### config.mk
export PLATFORM = sky130hd
export DESIGN_NAME = multdiv_unit_flat
export DESIGN_NICKNAME = d
export VERILOG_FILES = /design/src/rtl/multdiv_if.sv /design/src/rtl/multdiv_unit.sv /design/src/flat_wrapper.sv
export SDC_FILE = /design/constraint.sdc
export NUM_CORES = 1
export LEC_CHECK = 0
export CAP_MARGIN = 20
export CORE_MARGIN = 4
export CORE_UTILIZATION = 50
export DETAILED_ROUTE_END_ITERATION = 6
export DONT_BUFFER_PORTS = 1
export PLACE_DENSITY = 0.72
export SLEW_MARGIN = 20
export SYNTH_ARGS = -nofsm -noshare
export SYNTH_HDL_FRONTEND = slang
export SYNTH_SLANG_ARGS = --single-unit
### constraint.sdc
create_clock -name clock -period 13.8 [get_ports clock]
set_input_delay 2.07 -clock clock [delete_from_list [all_inputs] [get_ports clock]]
set_output_delay 2.07 -clock clock [all_outputs]
set_load 0.005 [all_outputs]
### src/rtl/multdiv_if.sv
// Execute-stage <-> multiply/divide unit handshake: one-cycle start pulses, operands,
// result with exception flag and ready pulse, and the busy stall.
interface multdiv_if #(
   parameter int WIDTH = 32
);
   logic             ctrl_MULT;
   logic             ctrl_DIV;
   logic [WIDTH-1:0] data_operandA;
   logic [WIDTH-1:0] data_operandB;
   logic [WIDTH-1:0] data_result;
   logic             data_exception;
   logic             data_resultRDY;
   logic             busy;

   modport master (
      output ctrl_MULT, ctrl_DIV, data_operandA, data_operandB,
      input  data_result, data_exception, data_resultRDY, busy
   );

   modport slave (
      input  ctrl_MULT, ctrl_DIV, data_operandA, data_operandB,
      output data_result, data_exception, data_resultRDY, busy
   );
endinterface

### src/rtl/multdiv_unit.sv
// Iterative signed multiply (shift-add, or radix-4 Booth with MULTDIV_BOOTH_EN defined)
// and restoring divide; one operation in flight, a new start aborts the current one.
//
// state | meaning
// IDLE  | no operation, waiting for a start pulse
// MUL   | multiply iterations, then one finalize cycle
// DIV   | divide iterations (skipped on divide-by-zero), then one finalize cycle
// DONE  | result registers valid, data_resultRDY high for this single cycle
module multdiv_unit #(
   parameter int WIDTH = 32
) (
   input  logic      clock,
   input  logic      reset,
   multdiv_if.slave  bus
);
   localparam int CW = $clog2(WIDTH) + 1;
`ifdef MULTDIV_BOOTH_EN
   localparam int MUL_ITERS = WIDTH / 2;
`else
   localparam int MUL_ITERS = WIDTH;
`endif
   localparam logic [CW-1:0] MUL_LAST = CW'(MUL_ITERS);
   localparam logic [CW-1:0] DIV_LAST = CW'(WIDTH);

   typedef enum logic [1:0] {IDLE, MUL, DIV, DONE} state_t;

   state_t             state, state_nxt;
   logic [CW-1:0]      cnt;
   logic [2*WIDTH-1:0] acc, mcand;
   logic [WIDTH-1:0]   mplier;
   logic [WIDTH-1:0]   rem, dvsr;
   logic               neg_q, dvsr_zero;
   logic [WIDTH-1:0]   result_q;
   logic               exc_q;

   logic               start_mul, start_div, mul_fin, div_fin, mul_ovf;
   logic [WIDTH-1:0]   abs_a, abs_b;
   logic [2*WIDTH-1:0] acc_step;
   logic [WIDTH:0]     div_shift, div_trial;

   assign start_mul = bus.ctrl_MULT;
   assign start_div = bus.ctrl_DIV & ~bus.ctrl_MULT;
   assign mul_fin   = (state == MUL) && (cnt == MUL_LAST);
   assign div_fin   = (state == DIV) && ((cnt == DIV_LAST) || dvsr_zero);
   // Signed overflow: the top WIDTH+1 product bits must all equal the result sign.
   assign mul_ovf   = ~((&acc[2*WIDTH-1:WIDTH-1]) | ~(|acc[2*WIDTH-1:WIDTH-1]));

   assign abs_a = bus.data_operandA[WIDTH-1] ? -bus.data_operandA : bus.data_operandA;
   assign abs_b = bus.data_operandB[WIDTH-1] ? -bus.data_operandB : bus.data_operandB;

   assign div_shift = {rem, mplier[WIDTH-1]};
   assign div_trial = div_shift - {1'b0, dvsr};

`ifdef MULTDIV_BOOTH_EN
   logic booth_prev;

   always_comb begin
      acc_step = acc;
      case ({mplier[1:0], booth_prev})
         3'b001, 3'b010: acc_step = acc + mcand;
         3'b011:         acc_step = acc + (mcand << 1);
         3'b100:         acc_step = acc - (mcand << 1);
         3'b101, 3'b110: acc_step = acc - mcand;
         default:        acc_step = acc;
      endcase
   end
`else
   // The multiplier sign bit carries weight -2^(WIDTH-1), so the last partial product subtracts.
   always_comb begin
      acc_step = acc;
      if (mplier[0]) begin
         if (cnt == MUL_LAST - CW'(1)) acc_step = acc - mcand;
         else                          acc_step = acc + mcand;
      end
   end
`endif

   always_ff @(posedge clock or negedge reset) begin
      if (!reset) state <= IDLE;
      else        state <= state_nxt;
   end

   always_comb begin
      state_nxt = state;
      case (state)
         IDLE: state_nxt = IDLE;
         MUL:  if (mul_fin) state_nxt = DONE;
         DIV:  if (div_fin) state_nxt = DONE;
         DONE: state_nxt = IDLE;
         default: state_nxt = IDLE;
      endcase
      if (start_mul)      state_nxt = MUL;
      else if (start_div) state_nxt = DIV;
   end

   always_ff @(posedge clock or negedge reset) begin
      if (!reset) begin
         cnt       <= '0;
         acc       <= '0;
         mcand     <= '0;
         mplier    <= '0;
         rem       <= '0;
         dvsr      <= '0;
         neg_q     <= 1'b0;
         dvsr_zero <= 1'b0;
         result_q  <= '0;
         exc_q     <= 1'b0;
`ifdef MULTDIV_BOOTH_EN
         booth_prev <= 1'b0;
`endif
      end else if (start_mul) begin
         cnt    <= '0;
         acc    <= '0;
         mcand  <= {{WIDTH{bus.data_operandA[WIDTH-1]}}, bus.data_operandA};
         mplier <= bus.data_operandB;
`ifdef MULTDIV_BOOTH_EN
         booth_prev <= 1'b0;
`endif
      end else if (start_div) begin
         cnt       <= '0;
         rem       <= '0;
         mplier    <= abs_a;
         dvsr      <= abs_b;
         neg_q     <= bus.data_operandA[WIDTH-1] ^ bus.data_operandB[WIDTH-1];
         dvsr_zero <= (bus.data_operandB == '0);
      end else begin
         case (state)
            MUL: begin
               if (mul_fin) begin
                  result_q <= acc[WIDTH-1:0];
                  exc_q    <= mul_ovf;
               end else begin
                  acc <= acc_step;
                  cnt <= cnt + CW'(1);
`ifdef MULTDIV_BOOTH_EN
                  mcand      <= mcand << 2;
                  mplier     <= mplier >> 2;
                  booth_prev <= mplier[1];
`else
                  mcand  <= mcand << 1;
                  mplier <= mplier >> 1;
`endif
               end
            end
            DIV: begin
               if (div_fin) begin
                  if (dvsr_zero) begin
                     result_q <= '0;
                     exc_q    <= 1'b1;
                  end else begin
                     result_q <= neg_q ? -mplier : mplier;
                     // Only MIN / -1 yields a positive quotient magnitude of 2^(WIDTH-1).
                     exc_q    <= ~neg_q & mplier[WIDTH-1];
                  end
               end else begin
                  cnt <= cnt + CW'(1);
                  if (!div_trial[WIDTH]) begin
                     rem    <= div_trial[WIDTH-1:0];
                     mplier <= {mplier[WIDTH-2:0], 1'b1};
                  end else begin
                     rem    <= div_shift[WIDTH-1:0];
                     mplier <= {mplier[WIDTH-2:0], 1'b0};
                  end
               end
            end
            default: ;
         endcase
      end
   end

   assign bus.data_result    = result_q;
   assign bus.data_exception = exc_q;
   assign bus.data_resultRDY = (state == DONE);
   assign bus.busy           = (state == MUL) || (state == DIV);
endmodule

### src/flat_wrapper.sv
// flat-port wrapper written by rule: the top's interface ports become plain ports
module multdiv_unit_flat 
#(
   parameter int WIDTH = 32
)
  (clock, reset, bus_ctrl_MULT, bus_ctrl_DIV, bus_data_operandA, bus_data_operandB, bus_data_result, bus_data_exception, bus_data_resultRDY, bus_busy);
  multdiv_if #(.WIDTH(WIDTH)) bus_i ();
  input  logic clock;
  input  logic reset;
  input wire logic [$bits(bus_i.ctrl_MULT)-1:0] bus_ctrl_MULT;
  input wire logic [$bits(bus_i.ctrl_DIV)-1:0] bus_ctrl_DIV;
  input wire logic [$bits(bus_i.data_operandA)-1:0] bus_data_operandA;
  input wire logic [$bits(bus_i.data_operandB)-1:0] bus_data_operandB;
  output wire logic [$bits(bus_i.data_result)-1:0] bus_data_result;
  output wire logic [$bits(bus_i.data_exception)-1:0] bus_data_exception;
  output wire logic [$bits(bus_i.data_resultRDY)-1:0] bus_data_resultRDY;
  output wire logic [$bits(bus_i.busy)-1:0] bus_busy;
  assign bus_i.ctrl_MULT = bus_ctrl_MULT;
  assign bus_i.ctrl_DIV = bus_ctrl_DIV;
  assign bus_i.data_operandA = bus_data_operandA;
  assign bus_i.data_operandB = bus_data_operandB;
  assign bus_data_result = bus_i.data_result;
  assign bus_data_exception = bus_i.data_exception;
  assign bus_data_resultRDY = bus_i.data_resultRDY;
  assign bus_busy = bus_i.busy;
  multdiv_unit #(.WIDTH(WIDTH)) u_core (.clock(clock), .reset(reset), .bus(bus_i));
endmodule
==> impl_metrics.json <==
{
  "tns_ns": 0,
  "fin_crit_sh_pct": 42.0,
  "path_class": "flip-flop to flip-flop",
  "first_iter_violations": 1934,
  "drv_slew": 0,
  "timing.final.hold_violations": 0,
  "violations": "design-rule violations",
  "status": "finished, violations left",
  "grt_use_met3_pct": 4.58,
  "place_congestion": 0.972,
  "cts_tree": "built",
  "rows": 74,
  "peakVddDrop_mv": 0.110,
  "syn2layout_area_growth_pct": 6.07,
  "die_x_um": 211,
  "total_power_uw": 2460,
  "ys_types": 75,
  "p_leak_uw": 0.00938,
  "slew_headroom_pct": 28.8,
  "synth_area_leaders": "dfrtp_1 32%, nand2_1 8.0%, ha_1 6.3%",
  "power_frac_comb_pct": 26.3,
  "synthArstFlopShare_pct": 100,
  "p_int_uw": 1600,
  "nets": 2681,
  "yosysTopAreaCell": "dfrtp_1",
  "top_usage_layer": "met2",
  "grt_first_pass_wirelength_um": 102000,
  "syn_inst": 2612,
  "worstMarginPinSlew_ns": 1.07,
  "endpoint_kind": "flip-flop",
  "hp-class": "flip-flop to flip-flop",
  "ys_seq_elements": 267,
  "cts_buffers": 31,
  "cts.clk_slew.worst_paths_ns": 0.06,
  "layout_commonest_cell": "nand2_1",
  "cp.arrival_ns": 6.26,
  "mostFrequentLayoutCells": "436 x nand2_1, 267 x dfrtp_1, 259 x o21ai_0",
  "pwr-share-clk_pct": 32.9,
  "clockRootBuffer": "clkbuf_16",
  "core_area_mm2": 0.0408,
  "p_sw_uw": 853,
  "finClkSkew_ns": 0.0137,
  "die_h_um": 211,
  "drc": 8,
  "yosysWarnings": 0,
  "cts_hold_buffers": 0,
  "fillers": 3782,
  "synth.avg_cell_area_um2": 7.91,
  "firstDrtPassIters": 7,
  "hpwl_um": 46400,
  "rsz0062_at_grt": "no",
  "wl_um": 63500,
  "cts_buffer_depth": 3,
  "synth_enable_flop_cells": 0,
  "grt_max_degree": 268,
  "ys.flop_type": "dfrtp_1",
  "num_vias": 19100,
  "cap_violations": 0,
  "antenna_left": 0,
  "syn_area_mm2": 0.0207,
  "start_util_pct": 50.6,
  "post_drt_wl_per_cell_um": 20.7,
  "cp_max_fo": 8,
  "syn_nets": 2786,
  "cts_setup_buffers": 0,
  "io_pins": 103,
  "clk_latency_ns": 0.58,
  "port_buffers": 0,
  "period_needed_ns": 5.79,
  "post_cts_resized": 0,
  "ys_seq_area_share_pct": 32.3,
  "p_per_area_mw_per_mm2": 112,
  "met1_usage_pct": 39.4,
  "setup_violations": 0,
  "clkSinkCount": 267,
  "start_kind": "flip-flop",
  "synthDominantCellAreaShare_pct": 32.3,
  "pwr-share-seq_pct": 40.9,
  "antenna_found_initial": 1,
  "grt_overflow_total": 0,
  "htree_levels": 1,
  "grt_use_total_pct": 28.0,
  "drive_gt1_share_pct": 4.08,
  "die-area_mm2": 0.0446,
  "switching_share_pct": 34.7,
  "grt_pass1_vias": 18200,
  "met2_usage_pct": 44.8,
  "crit_required_ns": 14.27,
  "vias_per_cell": 6.24,
  "fmax_ghz": 0.173
}
==> state kept, by name, indices dropped and copies added, names as in the netlist <==
name and count:
u_core.acc 64, u_core.bus.data_exception 1, u_core.bus.data_result 32, u_core.cnt 6, u_core.dvsr 32, u_core.dvsr_zero 1
u_core.mcand 64, u_core.mplier 32, u_core.neg_q 1, u_core.rem 32, u_core.state 2
==> cell usage after synthesis (45+ instances only) <==
cell type / instances
a211oi_1: 65
dfrtp_1: 267
o21ai_0: 259
a31oi_1: 47
nor2b_1: 62
xnor2_1: 119
inv_1: 84
nand2_1: 438
nor2_1: 130
mux2i_1: 46
clkbuf_1: 137
xor2_1: 112
ha_1: 104
a21oi_1: 241
a21o_1: 45
==> logic make-up (layout without fill, tap and decap cells) <==
group	after synthesis	after routing	share of synthesized area, %
flip-flops	267	267	32.3
other	0	2	0
adder cells (fa/ha/maj)	106	106	6.49
multiplexers	49	49	2.39
AO/OA/AOI/OAI	831	831	24.5
XOR/XNOR	231	231	9.79
buffers and inverters	238	153	4.36
AND/OR/NAND/NOR	890	890	20.1
==> layer usage <==
metal  routed length, µm  vias to the layer above
met2               28700                      718
met4                2140                        2
met1               27300                     9140
met3                5330                      125
li1                    -                     9123
met5                  13                        -
==> final timing paths <==
path	cells past startpoint	slack, ns	start	end
setup / recovery	20	8.01	u_core.mcand[0]	u_core.acc[60]
hold / removal	2	0.47	u_core.dvsr[31]	u_core.dvsr[31]
setup reg to reg	20	8.01	u_core.mcand[0]	u_core.acc[60]
hold reg to reg	2	0.47	u_core.dvsr[31]	u_core.dvsr[31]
max in group asynchronous	0	12.29	reset	u_core.acc[63]
min in group asynchronous	0	1.18	reset	u_core.bus.data_result[1]
==> critical path: stages (launching register included) <==
cell      delay, ns
dfrtp_1        0.41
inv_1          0.10
ha_1           0.16
nor2b_1        0.25
nand3_1        0.25
or4_1          0.60
nor2_1         0.33
nand2_1        0.18
or2_2          0.33
o21ai_0        0.19
xor2_1         0.24
ha_1           0.36
nor2b_1        0.17
o21ai_0        0.16
nand3b_1       0.12
a211oi_1       0.32
nor3_1         0.12
o32ai_1        0.62
mux2i_1        0.19
or3_1          0.33
a32o_1         0.25
==> layout make-up <==
cell class                 count  area [µm²]  share of cell area, %
antenna                        2        5.00                 0.0228
inverter                      85         319                   1.46
clock inverter                11         100                  0.457
sequential                   267        6680                   30.5
multi-input combinational   2107       13100                   59.9
tap                          532         666                   3.04
timing repair buffer          15         125                  0.571
clock buffer                  42         887                   4.05
==> stage by stage <==
stage | hold WS (ns) | instances | setup WS (ns) | instance area (µm²) | util, %
after floorplan | 0.439 | 2612 | 8.99 | 20700 | -
after global placement | 0.459 | 3005 | 8.22 | 20900 | 51.2
after detailed placement | 0.464 | 3005 | 8.07 | 20900 | 51.2
after CTS | 0.478 | 3058 | 8.05 | 21900 | 53.6
after global routing | 0.509 | 3059 | 7.54 | 21900 | 53.7
final | 0.473 | 3061 | 8.01 | 21900 | 53.7
==> power groups by stage <==
stage / combinational [µW] / clock (µW) / sequential (µW)
5_1_grt: 720 / 855 / 1020
4_1_cts: 639 / 824 / 1000
2_1_floorplan: 523 / 0 / 962
3_3_place_gp: 626 / 0 / 1010
3_5_place_dp: 636 / 0 / 1010
6_report: 645 / 808 / 1000
(Power assumes the default switching activity.)
